<file path="src/rtl/seletor_tipo_rega.sv">
// ============================================================================
// seletor_tipo_rega
//   Debounced push-button selector for the irrigation mode
//   (NENHUM -> ASPERSAO -> GOTEJAMENTO -> NENHUM), with lock and force-off.
// Revision: 1.0 - initial release
// ============================================================================
`default_nettype none

module seletor_tipo_rega #(
    parameter int DEBOUNCE_CICLOS = 4
) (
    input  logic clock,
    input  logic reset_n,
    input  logic botao,
    input  logic travar,
    input  logic desligar,
    output logic aspersao,
    output logic gotejamento,
    output logic mudou
);

    localparam int              CW      = (DEBOUNCE_CICLOS > 1) ? $clog2(DEBOUNCE_CICLOS) : 1;
    localparam logic [CW-1:0]   CNT_MAX = CW'(DEBOUNCE_CICLOS - 1);

    localparam logic [1:0] NENHUM      = 2'b00;
    localparam logic [1:0] ASPERSAO    = 2'b01;
    localparam logic [1:0] GOTEJAMENTO = 2'b10;

    logic          sync1;
    logic          sync2;
    logic          estavel;
    logic [CW-1:0] counter;
    logic          evento;
    logic [1:0]    state;
    logic [1:0]    next_state;

    // Synchronizer, debounce window and press-edge detector.
    always_ff @(posedge clock or negedge reset_n) begin
        if (!reset_n) begin
            sync1   <= 1'b0;
            sync2   <= 1'b0;
            estavel <= 1'b0;
            counter <= '0;
            evento  <= 1'b0;
        end else begin
            sync1  <= botao;
            sync2  <= sync1;
            evento <= 1'b0;
            if (sync2 == estavel) begin
                counter <= '0;
            end else if (counter == CNT_MAX) begin
                estavel <= sync2;
                counter <= '0;
                evento  <= sync2;
            end else begin
                counter <= counter + CW'(1);
            end
        end
    end

    always_ff @(posedge clock or negedge reset_n) begin
        if (!reset_n) begin
            state <= NENHUM;
            mudou <= 1'b0;
        end else begin
            state <= next_state;
            mudou <= (next_state != state);
        end
    end

    always_comb begin
        next_state = state;
        if (desligar) begin
            next_state = NENHUM;
        end else begin
            case (state)
                NENHUM:      if (evento && !travar) next_state = ASPERSAO;
                ASPERSAO:    if (evento && !travar) next_state = GOTEJAMENTO;
                GOTEJAMENTO: if (evento && !travar) next_state = NENHUM;
                default:     next_state = NENHUM;
            endcase
        end
    end

    always_comb begin
        aspersao    = (state == ASPERSAO);
        gotejamento = (state == GOTEJAMENTO);
    end

endmodule

`default_nettype wire

</file>
<file path="config.mk">
export PLATFORM = sky130hd
export DESIGN_NAME = seletor_tipo_rega
export DESIGN_NICKNAME = d
export VERILOG_FILES = /design/src/rtl/seletor_tipo_rega.sv
export SDC_FILE = /design/constraint.sdc
export NUM_CORES = 1
export LEC_CHECK = 0
export BUFFER_PORTS_ARGS = -buffer_cell sky130_fd_sc_hd__buf_2
export CORE_AREA = 5 5 42 44
export DETAILED_ROUTE_END_ITERATION = 10
export DIE_AREA = 0 0 47 49
export GPL_ROUTABILITY_DRIVEN = 0
export MAX_ROUTING_LAYER = met4
export PLACE_DENSITY = 0.54
export SETUP_SLACK_MARGIN = 0.3
export SLEW_MARGIN = 25
export SYNTH_ARGS = -nofsm -noshare
export SYNTH_HDL_FRONTEND = slang
export SYNTH_SLANG_ARGS = --single-unit
export TNS_END_PERCENT = 10
</file>
<file path="constraint.sdc">
create_clock -name clock -period 1.4 [get_ports clock]
set_clock_uncertainty 0.2 [all_clocks]
set_input_delay 0.28 -clock clock [delete_from_list [all_inputs] [get_ports clock]]
set_output_delay 0.28 -clock clock [all_outputs]
set_load 0.01 [all_outputs]
</file>
* After elaboration in Yosys (flattened, before gate mapping)
Index checks and enable logic that the tools add are counted.
** Word-level totals
- Output and inout port bits :: 3
- Register bits :: 9
** Operators by class
- Bitwise operators :: 1
- Multiplexer cells :: 9
- Add/sub/neg operators :: 1
- Reductions and logical operators :: 4
- Equality and inequality tests :: 5
** Operators with widths (count)
- 2-to-1 mux 2 bit :: 6
- case mux 2 bit (3 select lines) :: 1
- equality test 2 bit (second input constant) :: 2
- adder 2 x 1 -> 2 bit (second input constant) :: 1
- equality test 2 x 1 -> 1 bit (second input constant) :: 1
- zero test 2 bit :: 1
- 2-to-1 mux 1 bit :: 2
- inequality test 2 bit :: 1
- AND reduction 2 bit :: 1
- equality test 1 bit :: 1
- logical AND 1 bit :: 1
- zero test 1 bit :: 1
- NOT 1 bit :: 1

* Depth between registers and ports, before layout
- Depth after elaboration :: 6
- Mapped depth :: 3
- Mapped depth without buffers :: 3

* Least setup slack after synthesis
Ideal clock, no wire load.
- Path type :: reg2reg
- From :: register counter[0]
- To :: register estavel
- Path slack :: 0.246 ns
- Required time :: 1.075 ns
- Setup time :: 0.125 ns
- Arrival :: 0.829 ns
- Path buffers :: 0
- Cell stages (with the launch flop) :: 3
- Cells stage by stage :: dfrtp_1 ha_1 mux2_2
** Between the ends
- Cells in the longest elaborated chain, start to end :: 2
** RTL lines
- from (decl) :: RTL line 32 : logic [CW-1:0] counter;
- from (signal assigned) :: RTL line 56 : counter <= counter + CW'(1);
- equality test 2 bit :: RTL line 51 : end else if (counter == CNT_MAX) begin
- AND reduction 2 bit (no source line)
- to (signal assigned) :: RTL line 52 : estavel <= sync2;
- to (decl) :: RTL line 31 : logic estavel;
No other way between the ends.
A chain may end at the register's enable or synchronous reset.

* Worst setup path in the final report
- From :: register state[0]
- To :: output port gotejamento
** Between the ends
- Cells in the longest elaborated chain, start to end :: 1
** RTL lines
- from (decl) :: RTL line 34 : logic [1:0] state;
- from (signal assigned) :: RTL line 66 : state <= next_state;
- equality test 2 bit :: RTL line 87 : gotejamento = (state == GOTEJAMENTO);
- to (decl) :: RTL line 18 : output logic gotejamento,
No other way between the ends.

==> metrics <==
post-route cell area approximately 510 sq um; ant diodes 0; clock root buffer clkbuf_4; Period minus WS final ~1.5 ns; first-pass GRT wire length roughly 1200 microns; Synth Warn # 0; initial antenna violation count 0; RSZ-0062 raised after global routing true; hold-critical path endpoint state[0]; Core Rows 14; R2R setup slack ~0.20 ns; total CTS buffers 3; DR vias/cell 4.140; ANT nets after route 0; Overall Power between 0.0007 and 0.0008 W; initial core utilization 0.2500; FF-to-FF Start state[0]; TritonCTS clock tree done; Syn Nets 31; largest net degree at the start of global routing 10; final setup violation count 2; I/O Buffers 7; worst reg2reg endpoint state[1]; Placed Instance Area 407.9 sq um; clk sinks 9; max cap viols 0; clock slew at reported path FFs ~0.05 ns; Pwr Density ~1400 mW/mm^2; Post-Syn Area per Cell 14.01 sq um; Distinct cells, synth 13; Die X 47 microns; GRT Total Usage 0.07749; drt pass-1 iters 1; slew margin rel. 0.8336; Fin. Hold Viols 0; Hold Path Origin desligar; die area 0.002303 sq mm; sequential-to-total area share from yosys stat 0.6429; Post-DP HPWL roughly 500 microns; Synth Instances 25; Worst Setup Start Kind flip-flop; LEAKAGE between 0.2 and 0.3 nW; H-tree levels 1; Crit Path Category flip-flop to output port; vias in the first global route between 200 and 300; Placeable Area roughly 0.0014 sq mm; Final Core Density 0.3643; Synth Area in XOR/XNOR 0.05000; failing checks setup timing; Congestion Overflow GR 0; clk buf depth 2; status finished, violations left; Post-Synth Simple-Gate Area 0.1750; synth-to-layout area growth 45.71%; hold path depth 2; Worst Path Required just over 0.9 ns; Data arrival, critical path 1.00 ns; pre-CTS WS around 0.15 ns; Tcrit/Tclk final 1.055; nets 48; die outline height just under 50 microns; Residual DRC 0; Worst-Skew Late Latency 0.25 ns; R2R depth 4; average wire per standard cell approximately 13 microns; commonest non-fill, non-tap cells in the layout 9 x dfrtp_1, 7 x buf_2, 3 x clkbuf_4, 3 x buf_4; drt total wl around 720 microns; most common cell after layout, fill and taps aside dfrtp_1; worst-margin pin slew about 0.25 ns; final worst slack -0.07660 ns; crit path max fanout 4; Max Clock Freq approximately 680 MHz; mux cell area share after synthesis 0.06071; Peak VDD IR between 0.0008 and 0.0009 V; adder-cell share of the synthesized area 0.03571; largest family of logic cells by synthesized area simple AND/OR/NAND/NOR gates; #FFs+latches synth 9; Iteration-0 DRC Markers 0; Slew Limit Fails 0; io pins 8; share of layout cells above drive strength 1 0.4634; critical path endpoint category output port; compound-cell area share of the yosys netlist 0.03571; post-synthesis cell area 350.3 sq um; Min-Delay Path Class input pin to flip-flop; via count 236
-- report_power, final --
group          total [W]  switching (W)  internal (W)
Combinational   0.000193      0.0000671      0.000125
Sequential      0.000353      0.0000458      0.000307
Clock           0.000191      0.0000816      0.000109
Total           0.000736       0.000195      0.000542
-- sequential cells by signal (all words and copies together), names as in the netlist --
name and flops:
counter 2, estavel 1, evento 1, mudou 1, state 2, sync1 1, sync2 1
-- repair_timing --
action                     4_1_cts  5_1_grt
hold endpoints to repair        10        0
setup endpoints to repair        6       10
hold buffers                     2        0
buffers inserted                 3        0
resized for setup                1        5
pin swaps                        3        3
-- kinds of logic after synthesis --
kind of cell / Yosys count
AOI/OAI and AO/OA: 2
xor gates and xnor gates: 2
adders and majority gates: 1
DFF: 9
muxes: 2
and+or+nand+nor: 9
-- layout make-up --
class / instances / area [sq um]
Multi-Input combinational cell: 16 / 161.4
Sequential cell: 9 / 225.2
Clock buffer: 4 / 26.28
Tap cell: 16 / 20.02
Fill cell: 137 / 890.9
Timing Repair Buffer: 12 / 77.57
-- how the worst max path moves through the flow --
stage | startpoint | end | cells after the start
after global placement | state[0] | gotejamento | 2
after floorplan | counter[0] | estavel | 2
after CTS | state[0] | gotejamento | 2
final | state[0] | gotejamento | 2
after detailed placement | state[0] | gotejamento | 2
after global routing | state[0] | gotejamento | 2
-- per-layer routing --
metal  wire length, microns  track usage  share of wire
met1                    260      0.06849           0.36
met2                    382       0.1244           0.53
met3                     73      0.05535           0.10
met4                      0      0.02765              0
met5                      0            -              0
-- Yosys cell counts --
cell	instances	area share
dfrtp_1	9	0.64
and2b_1	2	0.043
nor2_1	2	0.021
nor3_1	2	0.029
xnor2_1	2	0.050
a211oi_1	1	0.021
a21oi_1	1	0.014
and3b_1	1	0.025
ha_1	1	0.036
mux2_2	1	0.032
mux2i_1	1	0.029
nor2b_1	1	0.018
nor2b_4	1	0.039
-- worst max-delay path: stages, from the launching register on --
cell and delay [ns]:
dfrtp_1 0.40, and2b_1 0.22, buf_2 0.13
-- stage by stage --
step,hold WS (ns),TNS (ns),cells
finish,0.04326,-0.1314,57
detailed placement,-0.05874,0,48
global placement,-0.07130,0,48
global route,0.02485,-0.2451,57
CTS,0.03220,-0.1502,57
floorplan,-0.2156,0,25
No activity file was read; power rests on OpenSTA's default activity.
